==> src/rtl/paged_mmu.sv <==
// rtl/paged_mmu.sv - TLB-backed virtual-to-physical translation with hardware page-table walk
module paged_mmu #(
    parameter int VA_W        = 16,
    parameter int PA_W        = 16,
    parameter int PAGE_BITS   = 8,
    parameter int TLB_ENTRIES = 8,
    parameter int PTE_W       = 16
) (
    input  logic                      clk,
    input  logic                      rst_n,
    input  logic                      mmu_enable,
    input  logic [PA_W-1:0]           pt_base,
    input  logic                      tlb_flush,
    input  logic                      inv_valid,
    input  logic [VA_W-PAGE_BITS-1:0] inv_vpn,
    input  logic                      req_valid,
    output logic                      req_ready,
    input  logic [VA_W-1:0]           req_vaddr,
    input  logic                      req_write,
    input  logic                      req_exec,
    input  logic                      req_user,
    output logic                      rsp_valid,
    output logic [PA_W-1:0]           rsp_paddr,
    output logic [1:0]                rsp_fault,
    output logic                      pt_req,
    output logic [PA_W-1:0]           pt_addr,
    input  logic [PTE_W-1:0]          pt_rdata,
    input  logic                      pt_ack,
    output logic [15:0]               hit_count,
    output logic [15:0]               miss_count
);
    localparam int VPN_W     = VA_W - PAGE_BITS;
    localparam int PPN_W     = PA_W - PAGE_BITS;
    localparam int IDX_W     = $clog2(TLB_ENTRIES);
    localparam int PTE_BYTES = PTE_W / 8;
    localparam logic [1:0] FAULT_NONE = 2'd0;
    localparam logic [1:0] FAULT_PAGE = 2'd1;
    localparam logic [1:0] FAULT_PROT = 2'd2;

    typedef enum logic [1:0] {IDLE, LOOKUP, WALK, RESP} state_t;
    state_t state, state_next;

    logic [VA_W-1:0]      vaddr;
    logic                 acc_write, acc_exec, acc_user;
    logic [VPN_W-1:0]     vpn;
    logic [PAGE_BITS-1:0] offset;

    logic [TLB_ENTRIES-1:0] tlb_v, tlb_u, tlb_w, tlb_x;
    logic [VPN_W-1:0]       tlb_vpn [TLB_ENTRIES];
    logic [PPN_W-1:0]       tlb_ppn [TLB_ENTRIES];
    logic [IDX_W-1:0]       rr_ptr;

    logic             hit, have_invalid, walk_cancel, cancel_now, insert;
    logic [IDX_W-1:0] hit_idx, victim;
    logic [1:0]       hit_fault, walk_fault;
    logic [PA_W-1:0]  walk_addr;
    logic             unused_pte_bits;

    function automatic logic [1:0] perm_fault(input logic v, u, w, x, user, write, exec);
        if (!v)
            return FAULT_PAGE;
        if ((user && !u) || (write && !w) || (exec && !x))
            return FAULT_PROT;
        return FAULT_NONE;
    endfunction

    assign vpn             = vaddr[VA_W-1:PAGE_BITS];
    assign offset          = vaddr[PAGE_BITS-1:0];
    assign req_ready       = (state == IDLE);
    assign rsp_valid       = (state == RESP);
    assign pt_req          = (state == WALK);
    assign walk_addr       = pt_base + PA_W'(vpn) * PA_W'(PTE_BYTES);
    assign unused_pte_bits = ^pt_rdata;

    always_comb begin
        hit     = 1'b0;
        hit_idx = '0;
        for (int i = 0; i < TLB_ENTRIES; i++) begin
            if (tlb_v[i] && tlb_vpn[i] == vpn) begin
                hit     = 1'b1;
                hit_idx = IDX_W'(i);
            end
        end
    end

    // Lowest-index free slot wins; the round-robin pointer is only the fallback.
    always_comb begin
        victim       = rr_ptr;
        have_invalid = 1'b0;
        for (int i = TLB_ENTRIES - 1; i >= 0; i--) begin
            if (!tlb_v[i]) begin
                victim       = IDX_W'(i);
                have_invalid = 1'b1;
            end
        end
    end

    assign hit_fault  = perm_fault(1'b1, tlb_u[hit_idx], tlb_w[hit_idx], tlb_x[hit_idx],
                                   acc_user, acc_write, acc_exec);
    assign walk_fault = perm_fault(pt_rdata[PTE_W-1], pt_rdata[PTE_W-2], pt_rdata[PTE_W-3],
                                   pt_rdata[PTE_W-4], acc_user, acc_write, acc_exec);
    assign cancel_now = tlb_flush || (inv_valid && inv_vpn == vpn);
    assign insert     = (state == WALK) && pt_ack && pt_rdata[PTE_W-1] && !walk_cancel && !cancel_now;

    always_comb begin
        state_next = state;
        case (state)
            IDLE:    if (req_valid) state_next = LOOKUP;
            LOOKUP:  state_next = (!mmu_enable || hit) ? RESP : WALK;
            WALK:    if (pt_ack) state_next = RESP;
            RESP:    state_next = IDLE;
            default: state_next = IDLE;
        endcase
    end

    always_ff @(posedge clk or negedge rst_n) begin
        if (!rst_n)
            state <= IDLE;
        else
            state <= state_next;
    end

    always_ff @(posedge clk or negedge rst_n) begin
        if (!rst_n) begin
            vaddr       <= '0;
            acc_write   <= 1'b0;
            acc_exec    <= 1'b0;
            acc_user    <= 1'b0;
            rsp_paddr   <= '0;
            rsp_fault   <= FAULT_NONE;
            pt_addr     <= '0;
            walk_cancel <= 1'b0;
            hit_count   <= '0;
            miss_count  <= '0;
        end else begin
            case (state)
                IDLE: if (req_valid) begin
                    vaddr     <= req_vaddr;
                    acc_write <= req_write;
                    acc_exec  <= req_exec;
                    acc_user  <= req_user;
                end
                LOOKUP: begin
                    if (!mmu_enable) begin
                        rsp_paddr <= PA_W'(vaddr);
                        rsp_fault <= FAULT_NONE;
                    end else if (hit) begin
                        rsp_fault <= hit_fault;
                        rsp_paddr <= (hit_fault == FAULT_NONE) ? {tlb_ppn[hit_idx], offset} : '0;
                        if (hit_count != 16'hFFFF)
                            hit_count <= hit_count + 16'd1;
                    end else begin
                        pt_addr     <= walk_addr;
                        walk_cancel <= 1'b0;
                        if (miss_count != 16'hFFFF)
                            miss_count <= miss_count + 16'd1;
                    end
                end
                WALK: begin
                    if (cancel_now)
                        walk_cancel <= 1'b1;
                    if (pt_ack) begin
                        rsp_fault <= walk_fault;
                        rsp_paddr <= (walk_fault == FAULT_NONE) ?
                                     {pt_rdata[PPN_W-1:0], offset} : '0;
                    end
                end
                default: ;
            endcase
        end
    end

    always_ff @(posedge clk or negedge rst_n) begin
        if (!rst_n) begin
            tlb_v  <= '0;
            rr_ptr <= '0;
        end else if (tlb_flush) begin
            tlb_v  <= '0;
            rr_ptr <= '0;
        end else begin
            if (inv_valid) begin
                for (int i = 0; i < TLB_ENTRIES; i++)
                    if (tlb_vpn[i] == inv_vpn)
                        tlb_v[i] <= 1'b0;
            end
            if (insert) begin
                tlb_v[victim] <= 1'b1;
                if (!have_invalid)
                    rr_ptr <= rr_ptr + 1'b1;
            end
        end
    end

    always_ff @(posedge clk) begin
        if (insert) begin
            tlb_vpn[victim] <= vpn;
            tlb_ppn[victim] <= pt_rdata[PPN_W-1:0];
            tlb_u[victim]   <= pt_rdata[PTE_W-2];
            tlb_w[victim]   <= pt_rdata[PTE_W-3];
            tlb_x[victim]   <= pt_rdata[PTE_W-4];
        end
    end
endmodule

==> config.mk <==
export PLATFORM = sky130hd
export DESIGN_NAME = paged_mmu
export DESIGN_NICKNAME = d
export VERILOG_FILES = /design/src/rtl/paged_mmu.sv
export SDC_FILE = /design/constraint.sdc
export NUM_CORES = 1
export LEC_CHECK = 0
export BUFFER_PORTS_ARGS = -buffer_cell sky130_fd_sc_hd__buf_2
export CORE_MARGIN = 2
export CORE_UTILIZATION = 30
export CTS_BUF_LIST = sky130_fd_sc_hd__clkbuf_16
export CTS_CLUSTER_DIAMETER = 80
export DETAILED_ROUTE_END_ITERATION = 8
export GPL_TIMING_DRIVEN = 0
export PLACE_DENSITY = 0.59
export SYNTH_ARGS = -nofsm -noshare
export SYNTH_HDL_FRONTEND = slang
export SYNTH_SLANG_ARGS = --single-unit
export TNS_END_PERCENT = 100
==> constraint.sdc <==
create_clock -name clk -period 3.9 [get_ports clk]
set_input_delay 0.78 -clock clk [delete_from_list [all_inputs] [get_ports clk]]
set_output_delay 0.78 -clock clk [all_outputs]
set_load 0.1 [all_outputs]
**Word-level counts from Yosys, hierarchy flattened**

Memories as Yosys holds them, arrays and structs flattened.
Index checks and enable logic that the tools add are counted.

- Add/subtract/negate cells: 4
- Order comparisons: 3
- Equality and inequality tests: 29
- Multiplexer cells: 86
- Bitwise logic cells: 2
- Reduce and logical (&&, ||, !) cells: 48

Operators with widths:

| kind | number |
|---|---|
| $eq 8x8->1 | 17 |
| $mux 16 | 5 |
| $mux 3 | 15 |
| $mux 1 | 38 |
| $add 16x1->16 const B | 2 |
| $mux 8 | 4 |
| $ne 16x16->1 const B | 2 |
| $pmux 16 s2 | 1 |
| $mux 2 | 13 |
| $bwmux 8 | 3 |
| $logic_and 1x1->1 | 20 |
| $add 16x9->16 | 1 |
| $reduce_and 4->1 | 3 |
| $bmux 1 s3 | 3 |
| $logic_not 1->1 | 9 |
| $lt 3x4->1 const B | 2 |
| $ne 2x2->1 const B | 4 |
| $or 8x8->8 | 1 |
| $pmux 2 s4 | 1 |
| $logic_not 2->1 | 3 |
| $logic_or 1x1->1 | 6 |
| $reduce_and 2->1 | 3 |
| $reduce_and 3->1 | 2 |
| $eq 2x2->1 const B | 2 |
| 10 further kinds | 12 |

- Bits in registers: 123
- RAM bits: 128
- Bits of input ports: 66
- Output and inout port bits: 69
- Logic and storage cells: 190
- Memories: 2

Memory list:

| memory | words | bits a word | rd ports | clocked after memory_dff | wr ports | line | source |
|---|---|---|---|---|---|---|---|
| tlb_ppn | 8 | 8 | 1 | 0 | 1 | 50 | `logic [PPN_W-1:0] tlb_ppn [TLB_ENTRIES];` |
| tlb_vpn | 8 | 8 | 8 | 0 | 1 | 49 | `logic [VPN_W-1:0] tlb_vpn [TLB_ENTRIES];` |

**Depth between registers and ports, before layout**

Gate-level depths: netlist of the first run.
An unclocked memory read counts as a cell.

- Word-level depth: 23
- Depth in mapped cells: 14

**Worst setup path before layout of the first run**

No wires, ideal clock.

- Path type: input-to-reg
- From: input port inv_vpn[3]
- To: memory tlb_ppn[4][0] in the netlist's numbering, enable pin
- Library setup time: 0.447 ns
- Arrival time: 3.909 ns
- Required time: 3.453 ns
- Slack: -0.455 ns
- Stages on the path: 7
- Buffers on the path: 1
- Cell sequence: clkbuf_1 > xnor2_1 > nand4_1 > nor4_1 > a31oi_1 > nand4_1 > nor4_1

- Cells in the longest elaborated chain, start to end: 7

RTL lines:

| what | line | source |
|---|---|---|
| start, declared | 15 | `input logic [VA_W-PAGE_BITS-1:0] inv_vpn,` |
| $eq 8x8->1 | 102 | `assign cancel_now = tlb_flush \|\| (inv_valid && inv_vpn == vpn);` |
| $logic_and 1x1->1 | 102 |  |
| $logic_or 1x1->1 | 102 |  |
| $logic_not 1->1 | 103 | `assign insert = (state == WALK) && pt_ack && pt_rdata[PTE_W-1] && !walk_cancel && !cancel_now;` |
| $logic_and 1x1->1 | 103 |  |
| $mux 1 | 195 | `if (insert) begin` |
| $mux 1 (not written as such) | 197 | `tlb_ppn[victim] <= pt_rdata[PPN_W-1:0];` |
| end, declared | 50 |  |

No other way between the ends.

**Final worst setup path of the first run**

- From: register vaddr[12]
- To: register rsp_paddr[8]

- Cells in the longest elaborated chain, start to end: 22

RTL lines:

| what | line | source |
|---|---|---|
| start, declared | 43 | `logic [VA_W-1:0] vaddr;` |
| start signal, assigned | 138 | `vaddr <= req_vaddr;` |
| $eq 8x8->1 | 79 | `if (tlb_v[i] && tlb_vpn[i] == vpn) begin` |
| $logic_and 1x1->1 | 79 |  |
| $mux 1 | 79 |  |
| $mux 2 (2 in series) | 79 |  |
| $mux 3 (4 in series) | 79 |  |
| $bmux 1 s3 | 98 | `assign hit_fault = perm_fault(1'b1, tlb_u[hit_idx], tlb_w[hit_idx], tlb_x[hit_idx],` |
| $mux 1 (not written as such) | 98 |  |
| $logic_not 1->1 | 62 | `if ((user && !u) \|\| (write && !w) \|\| (exec && !x))` |
| $logic_and 1x1->1 | 62 |  |
| $logic_or 1x1->1 (2 in series) | 62 |  |
| $mux 1 | 62 |  |
| $mux 2 | 64 | `return FAULT_NONE;` |
| $logic_not 2->1 | 149 | `rsp_paddr <= (hit_fault == FAULT_NONE) ? {tlb_ppn[hit_idx], offset} : '0;` |
| $mux 16 | 149 |  |
| $mux 16 | 147 | `end else if (hit) begin` |
| $mux 16 | 144 | `if (!mmu_enable) begin` |
| $pmux 16 s2 | 136 | `case (state)` |
| end signal, assigned | 145 | `rsp_paddr <= PA_W'(vaddr);` |
| end signal, assigned | 149 |  |
| end signal, assigned | 164 | `rsp_paddr <= (walk_fault == FAULT_NONE) ?` |
| end, declared | 23 | `output logic [PA_W-1:0] rsp_paddr,` |

Parallel ways exist; a longest one is shown, timed or not. The select of a mux whose other input is x is not followed.
A chain may end at the register's enable or synchronous reset.

==> flow_summary.yaml, run 1 <==
sta:
  setup_tns_ps: 0
  skew_ps: 16.3
  rsz0062_at_grt: "true"
  fin_ws_ps: 179
  finalCritPeriodShare_pct: 95.4
  whs_ps: 274
  clock.fmax_ghz: 0.269
  period_needed_ps: 3720
  worst_pin_slew_ps: 942
  setup_viol: 0
  slew_violations: 0
  hold_viol: 0
  relSlewSlack_pct: 37.2
placed_design:
  dp_hpwl_um: 22900
  portBuffers: 121
  dp_slack_ps: -750
  gp_congestion: 0.810
  dpl.cell_count: 1623
drt:
  drc: 0
  wl_per_cell_um: 19.3
  routed_wl_um: 32400
  firstDrtPassIters: 5
  vias: 8240
  ant_nets: 0
  drt_iter0_markers: 590
  vias_per_cell: 4.90
critical_path:
  crit_fanout: 11
  rr_startpoint: "vaddr[12]$_DFFE_PN0P_"
  worstSetupPathType: "flip-flop to flip-flop"
  rr_worst_depth: 11
  cp-end-kind: "flip-flop"
  r2r_setup_slack_ps: 180
  startpoint_type: "flip-flop"
  cp.arrival_ps: 4120
  cp.required_ps: 4300
  r2r-end: "rsp_paddr[8]$_DFFE_PN0P_"
global_route:
  grt_max_degree: 58
  grt_pass1_wl_um: 50200
  globalRouteOverflowTotal: 0
  antenna_found_initial: 4
  grt_pass1_vias: 8385
  grt.total_usage_pct: 15.7
yosys:
  synth-seq-cells: 251
  synth_ff_type: "edfxtp_1"
  synth_edf_count: 152
  synth-compound-area-share_pct: 8.51
  syn_nets: 1053
  synthesis.area_mm2: 0.0119
  synthAdderAreaFrac_pct: 1.75
  synth_warnings: 0
  synth_top_family_by_area: "XOR/XNOR gates"
  synth-seq-area-share_pct: 59.4
  async_flop_share_pct: 39.4
  synthMuxAreaShare_pct: 2.71
  yosys.area_share.simple_pct: 12.2
  synth_cells: 971
  synth-xor-area-share_pct: 13.1
  ys_types: 60
  avgSynthCellArea_um2: 12.2
finish:
  drive_gt1_share_pct: 22.7
  fin_cells: 1681
  layout.nets: 1225
  antenna_cells: 0
  syn_to_final_growth_pct: 21.4
  final_util_pct: 37.1
floorplanning:
  core_mm2: 0.0388
  initial_core_util_pct: 30.5
  die_w_um: 203
  die_area_mm2: 0.0411
  die_h_um: 203
  io_pins: 135
  std_cell_rows: 72
power_and_ir_drop:
  p_per_area_mw_per_mm2: 689
  vdd_ir_drop_max_mv: 0.570
  leakage_nw: 5.67
cts:
  cts_tree: "yes"
  clock_latency_ps: 540
  numClockSinks: 251
  clk_pin_slew_ps: 60
  root_buffer: "clkbuf_16"
  cts_buffers: 27
  cts_max_path_buffers: 3
  cts_hold_buf: 0
  htreeDepth: 1
hold_path:
  min-delay-path-class: "input port to asynchronous set/reset pin"
job:
  drv_cap: 0
run_status:
  status: "finished, final reports clean"
==> power by group <==
group          leakage, nW  switching [mW]  total [mW]  internal, mW
sequential            2.64           0.364        3.61          3.24
combinational         2.57            2.61        3.59         0.980
clock                0.463            1.06        2.72          1.66
==> area by class of cell <==
class                      instances  area [µm²]
clock inverter                    22         262
buffer                            40         196
timing repair buffer             143         852
sequential                       251        7050
tap                              518         648
clock buffer                      27         676
inverter                          22        86.3
fill                            3762       24400
multi-input combinational        658        4620
==> how the worst max path moves through the flow <==
stage               cells past startpoint             startpoint                        to
floorplan                               7             inv_vpn[3]   tlb_ppn[4][0]$_DFFE_PP_
global placement                        7             inv_vpn[3]        tlb_x[5]$_DFFE_PP_
detailed placement                      9             inv_vpn[3]   tlb_ppn[1][1]$_DFFE_PP_
CTS                                    12  vaddr[12]$_DFFE_PN0P_  rsp_paddr[7]$_DFFE_PN0P_
global route                           11  vaddr[11]$_DFFE_PN0P_  rsp_paddr[8]$_DFFE_PN0P_
finish                                 11  vaddr[12]$_DFFE_PN0P_  rsp_paddr[8]$_DFFE_PN0P_
==> critical path: stages, from the launching register on <==
cell,delay [ps]
dfrtp_2,550
buf_4,330
xnor2_1,150
nand4_1,170
nor3_4,370
a21oi_4,180
a21oi_4,400
mux2i_1,270
o221ai_1,200
o2111a_2,390
a222oi_1,440
o31ai_1,130
==> layout by cell type (no fill, tap or decap), types with 5 or more instances in the layout <==
cell / instances
a21oi_1: 19
nand2b_1: 5
dfrtp_1: 91
buf_2: 126
xnor2_1: 77
nor2_1: 35
inv_1: 21
buf_4: 22
a222oi_1: 8
edfxtp_1: 152
o21ai_0: 25
a21boi_0: 12
nand4_1: 32
ha_1: 15
mux2_2: 25
a31oi_1: 11
o31ai_1: 12
and3_1: 6
bufinv_16: 6
clkinv_2: 7
nor4_1: 13
nor3_1: 11
nand3_1: 44
nor2b_1: 5
dfrtp_2: 8
clkbuf_16: 27
a32o_1: 8
a22o_1: 9
clkbuf_1: 18
clkinv_1: 6
nand2_1: 122
xor2_1: 100
==> stage by stage <==
step	power [mW]	area (µm²)
after floorplan	6.29	11900
after global placement	7.16	13100
after detailed placement	7.21	13300
after CTS	9.95	14300
after global routing	10.4	14400
final	9.91	14400
==> state kept, by name (all words and copies together), names as in the netlist, 16 cells and up <==
signal      count
tlb_ppn        64
tlb_vpn        64
hit_count      16
miss_count     16
pt_addr        16
rsp_paddr      16
vaddr          16
==> what timing repair did <==
action                                  in CTS  in global routing
endpoints found under the setup margin      49                 24
setup buffers                                4                  5
pin swaps                                    2                  3
resized for setup                            7                 15
==> kinds of logic (layout without fill, tap and decap cells) <==
| kind of cell | after synthesis | count (layout) |
|---|---|---|
| and+or+nand+nor | 300 | 300 |
| DFF | 251 | 251 |
| xor gates and xnor gates | 177 | 177 |
| AOI/OAI and AO/OA | 136 | 136 |
| buffers and inverters | 62 | 254 |
| muxes | 29 | 29 |
| adders and majority gates | 16 | 16 |
==> routing by layer <==
layer	vias up	track usage, %	wire length (µm)
met1	4047	21.9	14500
met2	272	24.9	14800
li1	3854	-	-
met5	-	0	42
met4	8	4.09	603
met3	59	3.50	2470
==> synth_stat cells, types with 2 or more instances <==
cell	count	area share (%)
and4_1	2	0.15
mux2_2	25	2.4
xnor2_1	77	5.7
buf_2	6	0.25
nor3_1	15	0.63
a21oi_4	2	0.27
edfxtp_1	152	39
dfrtp_1	99	21
o21a_1	3	0.19
o211ai_1	4	0.25
a21boi_0	12	0.76
o221ai_1	2	0.15
nor2b_1	5	0.26
a21o_1	3	0.19
a22o_1	9	0.67
nand2_1	122	3.9
nand2b_1	5	0.26
a31oi_1	11	0.58
nand3_1	44	1.9
xor2_1	100	7.4
o21ai_0	25	1.1
clkbuf_1	22	0.70
or2_2	3	0.16
nor2_1	37	1.2
nor4_4	2	0.36
and3_1	6	0.32
nor4_1	16	0.84
buf_1	4	0.13
nand4_1	32	1.7
nor3_2	2	0.17
inv_1	21	0.67
or3_1	3	0.16
o31ai_1	12	0.76
ha_1	15	1.6
mux2i_1	4	0.34
a32o_1	8	0.68
a211o_1	4	0.30
buf_4	7	0.44
a21oi_1	20	0.84
and2_1	3	0.16
a222oi_1	8	0.68
No activity file was read; power rests on OpenSTA's default activity.
==> inputs of run 2 (changes only) <==
--- a/config.mk
+++ b/config.mk
@@ -6,6 +6,7 @@
 export NUM_CORES = 1
 export LEC_CHECK = 0
 export BUFFER_PORTS_ARGS = -buffer_cell sky130_fd_sc_hd__buf_2
+export CORE_ASPECT_RATIO = 0.9
 export CORE_MARGIN = 2
 export CORE_UTILIZATION = 30
 export CTS_BUF_LIST = sky130_fd_sc_hd__clkbuf_16
==> run 2 against run 1 <==
- the run now ends with setup timing left
- non-clock buffer count increased by 10
- sequential share of layout area decreased by 0.54 points
- sequential power about the same
- wire length increased by 3.2%
- global-route usage increased by 0.54 points
- final cell count increased by 1.7%
- total power about the same
- register-to-register slack got worse by 190 ps
==> flow_summary.yaml, run 2 (synthesized netlist as in run 1, its figures left out) <==
placed_design:
  gp_congestion: 0.829
  dp_hpwl_um: 23000
  place_area_mm2: 0.0133
  portBuffers: 121
  dp_slack_ps: -850
sta:
  worst_pin_slew_ps: 1050
  period_needed_ps: 3910
  whs_ps: 236
  relSlewSlack_pct: 29.7
  slew_violations: 0
  hold_viol: 0
  setup_viol: 1
  fin_ws_ps: -14.6
  skew_ps: 38.4
  clock.fmax_ghz: 0.255
  rsz0062_at_grt: "true"
  finalCritPeriodShare_pct: 100
floorplanning:
  io_pins: 135
  std_cell_rows: 69
  die_w_um: 214
  initial_core_util_pct: 30.2
  die_h_um: 193
  core_mm2: 0.0392
  die_area_mm2: 0.0411
global_route:
  grt_pass1_vias: 8388
  grt_pass1_wl_um: 50600
  grt.total_usage_pct: 16.3
  grt_max_degree: 57
  globalRouteOverflowTotal: 0
  antenna_found_initial: 6
finish:
  design_area_mm2: 0.0146
  final_util_pct: 37.1
  drive_gt1_share_pct: 23.5
  mostFrequentLayoutCell: "edfxtp_1"
  layout.nets: 1236
  syn_to_final_growth_pct: 22.8
  mostFrequentLayoutCells: "152 x edfxtp_1, 126 x buf_2, 122 x nand2_1, 100 x xor2_1, 91 x dfrtp_1"
  reg_top3: "tlb_ppn: 64 flops, tlb_vpn: 64 flops"
critical_path:
  crit_slowest_cell: "dfrtp_4"
  path_delay_family: "compound AO/OA/AOI/OAI gates"
  startpoint_type: "flip-flop"
  crit_buf_inv: 1
  worstSetupPathType: "flip-flop to flip-flop"
  crit_fanout: 11
  cp.arrival_ps: 4320
  cp-end-kind: "flip-flop"
  path_cells: "xnor2_1 -> nand4_1 -> or4_1 -> buf_2 -> a21oi_4 -> a21oi_1 -> a211o_1 -> a211o_1 -> o2111a_2 -> a222oi_1 -> o31ai_1"
  cpMostUsedCell: "a211o_1"
  max_stage_delay_ps: 590
  cp.required_ps: 4300
drt:
  firstDrtPassIters: 5
  routed_wl_um: 33400
  wl_per_cell_um: 19.6
  vias_per_cell: 4.89
  drc: 0
  drt_iter0_markers: 756
  vias: 8364
  ant_nets: 0
cts:
  cts_max_path_buffers: 3
  cts_tree: "yes"
  cts_buffers: 28
  clock_latency_ps: 570
  root_buffer: "clkbuf_16"
  clk_pin_slew_ps: 60
  htreeDepth: 1
  cts_hold_buf: 0
  numClockSinks: 251
power_and_ir_drop:
  p_total_mw: 9.92
  p_per_area_mw_per_mm2: 681
  leakage_nw: 5.77
  vdd_ir_drop_max_mv: 0.689
hold_path:
  min-delay-path-class: "input port to asynchronous set/reset pin"
run_status:
  status: "finished with violations"
  violations: "setup timing"
job:
  drv_cap: 0
==> run 2: final cells by class <==
type	count	area, µm²
tap	532	666
clock buffer	28	701
inverter	22	86.3
multi-input combinational	658	4650
timing repair buffer	153	956
antenna	2	5.00
buffer	40	216
sequential	251	7050
clock inverter	23	218
fill	3882	24600
==> run 2: per-stage QoR <==
stage,instances,setup TNS (ps)
final,1709,-14.6
after global placement,1624,-296530
after detailed placement,1636,-75540
after CTS,1691,0
after floorplan,971,-17870
after global routing,1707,-26.1
==> run 2: power breakdown <==
part           internal (mW)  total, mW  switching [mW]
clock                   1.57       2.65            1.08
sequential              3.24       3.60           0.353
combinational           1.02       3.67            2.65
total                   5.83       9.92            4.08
==> run 2: layer usage <==
| layer | track usage (%) | share of wire [%] | routed length [µm] | vias to the layer above |
|---|---|---|---|---|
| met5 | 0 | 0.17 | 57 | - |
| met4 | 4.09 | 2.4 | 817 | 8 |
| met3 | 4.36 | 8.7 | 2920 | 63 |
| met2 | 24.6 | 43 | 14500 | 312 |
| met1 | 23.1 | 45 | 15100 | 4092 |
| li1 | - | - | - | 3889 |
==> run 2: repair_timing <==
| item | in CTS | in global routing |
|---|---|---|
| gates resized for setup | 18 | 24 |
| endpoints found under the setup margin | 92 | 121 |
| setup buffers | 4 | 16 |
| pin swaps | 2 | 7 |
==> run 2: path summary, 6_finish.rpt <==
path | start | end | slack [ps] | cells after the start
max reg2reg | vaddr[14]$_DFFE_PN0P_ | rsp_paddr[14]$_DFFE_PN0P_ | -10 | 11
min in group clk | tlb_flush | tlb_v[1]$_DFF_PN0_ | 420 | 2
max in group asynchronous | rst_n | rr_ptr[0]$_DFFE_PN0P_ | 2870 | 2
min | rst_n | vaddr[3]$_DFFE_PN0P_ | 240 | 1
max | vaddr[14]$_DFFE_PN0P_ | rsp_paddr[14]$_DFFE_PN0P_ | -10 | 11
min reg2reg | pt_addr[2]$_DFFE_PN0P_ | pt_addr[2]$_DFFE_PN0P_ | 480 | 2
==> inputs of run 3 (changes only) <==
--- a/config.mk
+++ b/config.mk
@@ -5,7 +5,9 @@
 export SDC_FILE = /design/constraint.sdc
 export NUM_CORES = 1
 export LEC_CHECK = 0
+export ABC_AREA = 1
 export BUFFER_PORTS_ARGS = -buffer_cell sky130_fd_sc_hd__buf_2
+export CAP_MARGIN = 40
 export CORE_ASPECT_RATIO = 0.9
 export CORE_MARGIN = 2
 export CORE_UTILIZATION = 30
@@ -14,6 +16,7 @@
 export DETAILED_ROUTE_END_ITERATION = 8
 export GPL_TIMING_DRIVEN = 0
 export PLACE_DENSITY = 0.59
+export SETUP_SLACK_MARGIN = 0.15
 export SYNTH_ARGS = -nofsm -noshare
 export SYNTH_HDL_FRONTEND = slang
 export SYNTH_SLANG_ARGS = --single-unit
==> run 3 against run 2 <==
- the run now ends clean
- die area grew 6.2%
- clock power grew 11%
- clock-buffer cell count grew 1
- first-iteration DRC count grew 9.9%
- final area grew 4.5%
- sequential share of layout area shrank 2.1 points
- critical path depth shrank 1
- largest power group unchanged
- highest routed layer unchanged
==> flow_summary.yaml, run 3 <==
critical_path:
  startpoint_type: "flip-flop"
  worstSetupPathType: "flip-flop to flip-flop"
  crit_fanout: 10
  cp.arrival_ps: 3960
  cp-end-kind: "flip-flop"
  cp.required_ps: 4160
power_and_ir_drop:
  clock_power_share_pct: 28.5
  pwr-share-comb_pct: 36.5
  p_sw_share_pct: 42.5
  p_sw_mw: 4.37
  p_int_mw: 5.91
  p_total_mw: 10.3
  vdd_ir_drop_max_mv: 0.642
  leakage_nw: 6.54
  pwr-share-seq_pct: 35.0
  p_per_area_mw_per_mm2: 676
cts:
  root_buffer: "clkbuf_16"
  numClockSinks: 251
  htreeDepth: 1
  clk_pin_slew_ps: 60
  cts_max_path_buffers: 3
  clock_latency_ps: 560
  cts_resized: 0
  post-cts-setup-buffers: 0
  cts_buffers: 29
  cts_hold_buf: 0
  cts_tree: "yes"
placed_design:
  dpl.cell_count: 1992
  dp_hpwl_um: 27200
  gp_congestion: 0.879
  portBuffers: 123
  place_area_mm2: 0.0141
  dp_slack_ps: -193
yosys:
  ys_types: 53
  synthTopCellsByArea: "edfxtp_1 36%, dfrtp_1 20%, nand2_1 8.1%, inv_1 3.8%, xor2_1 3.7%"
  synth_cells: 1302
  synth_ff_type: "edfxtp_1"
  synth.cells.most_frequent: "271 x nand2_1, 152 x edfxtp_1, 128 x inv_1"
  synth_top_cell_by_area: "edfxtp_1"
  synth_warnings: 0
  synthesis.area_mm2: 0.0126
  synthDominantCellAreaShare_pct: 36.2
  syn_nets: 1384
  avgSynthCellArea_um2: 9.68
  synth-seq-area-share_pct: 55.9
  async_flop_share_pct: 39.4
  synth_edf_count: 152
  synth-seq-cells: 251
  yosysMostFrequentCell: "nand2_1"
drt:
  drt_iter0_markers: 831
  ant_nets: 0
  vias: 10000
  firstDrtPassIters: 5
  vias_per_cell: 4.91
  wl_per_cell_um: 18.1
  routed_wl_um: 37000
  drc: 0
floorplanning:
  io_pins: 135
  die_h_um: 198
  die_area_mm2: 0.0437
  initial_core_util_pct: 30.2
  core_mm2: 0.0417
  die_w_um: 220
  std_cell_rows: 71
finish:
  final-seq-area_mm2: 0.00704
  mostFrequentLayoutCells: "271 x nand2_1, 152 x edfxtp_1, 136 x buf_2, 132 x inv_1, 112 x nor2_1"
  multi_input_area_mm2: 0.00485
  mostFrequentLayoutCell: "nand2_1"
  syn_to_final_growth_pct: 20.7
  design_area_mm2: 0.0152
  drive_gt1_share_pct: 18.2
  fin_cells: 2047
  layout.nets: 1558
  reg_top3: "tlb_ppn: 64 flops, tlb_vpn: 64 flops"
  fillCellCount: 4142
global_route:
  antenna_found_initial: 5
  grt_pass1_wl_um: 57200
  grt_max_degree: 62
  globalRouteOverflowTotal: 0
  grt.total_usage_pct: 17.0
  grt_pass1_vias: 9811
job:
  drv_cap: 0
run_status:
  status: "finished, final reports clean"
sta:
  worst_pin_slew_ps: 901
  setup_viol: 0
  clock.fmax_ghz: 0.270
  hold_viol: 0
  rsz0062_at_grt: "true"
  setup_tns_ps: 0
  period_needed_ps: 3710
  fin_ws_ps: 195
  skew_ps: 11.1
  finalCritPeriodShare_pct: 95.0
  slew_violations: 0
  relSlewSlack_pct: 39.9
hold_path:
  min-delay-path-class: "input port to asynchronous set/reset pin"
==> run 3: power by group through the flow <==
stage / logic (mW) / clock network (mW) / registers [mW]
after CTS: 3.76 / 2.98 / 3.60
after detailed placement: 3.75 / 0 / 3.65
final: 3.75 / 2.93 / 3.60
after global routing: 4.03 / 3.08 / 3.65
after global placement: 3.71 / 0 / 3.63
after floorplan: 1.57 / 0 / 4.87
==> run 3: area by class of cell <==
class	count	share of cell area [%]
diodes	1	0.0165
well taps	547	4.50
plain buffers	46	1.67
flip-flops and latches	251	46.3
multi-input cells	866	31.9
clock inverters	25	2.01
repair buffers	143	5.36
clock buffers	29	4.77
inverters	139	3.47
==> run 3: worst max-delay path: stages (launching register included) <==
cell     delay, ps
dfrtp_1        640
buf_4          310
inv_1          140
o22ai_1        170
a21oi_1         60
nand4_1        250
nand2_1        120
nor4_1         450
inv_1          340
nor3_2         580
buf_4          320
==> run 3: kinds of logic (layout without fill, tap and decap cells) <==
| family | after synthesis | after routing | synth area share (%) |
|---|---|---|---|
| simple gates | 595 | 595 | 21.7 |
| flops | 251 | 251 | 55.9 |
| buf+inv | 185 | 382 | 6.18 |
| compound gates | 153 | 153 | 7.36 |
| xor+xnor | 93 | 93 | 6.46 |
| fa+ha+maj | 16 | 16 | 1.65 |
| mux | 9 | 9 | 0.804 |
| other cells | 0 | 1 | 0 |
==> run 3: routing by layer <==
layer / up-vias / global-route usage, % / share of wire [%]
met5: - / 0 / 0.14
met4: 8 / 4.13 / 1.8
met3: 57 / 3.53 / 7.4
met2: 336 / 26.7 / 44
met1: 4885 / 23.9 / 46
li1: 4758 / - / -
==> run 3: metrics by stage <==
step	hold WS [ps]	utilization, %
floorplan	480	-
global placement	461	33.4
detailed placement	462	33.9
CTS	203	36.4
global route	232	36.5
finish	202	36.5
==> run 3: final timing paths <==
path / startpoint / end / slack (ps) / cells after the start
max: vaddr[10]$_DFFE_PN0P_ / tlb_ppn[1][6]$_DFFE_PP_ / 190 / 10
min: rst_n / hit_count[7]$_DFFE_PN0P_ / 200 / 1
max reg2reg: vaddr[10]$_DFFE_PN0P_ / tlb_ppn[1][6]$_DFFE_PP_ / 190 / 10
min reg2reg: rsp_paddr[3]$_DFFE_PN0P_ / rsp_paddr[3]$_DFFE_PN0P_ / 480 / 2
max in group asynchronous: rst_n / vaddr[9]$_DFFE_PN0P_ / 2990 / 2
min in group clk: pt_base[0] / pt_addr[0]$_DFFE_PN0P_ / 420 / 3
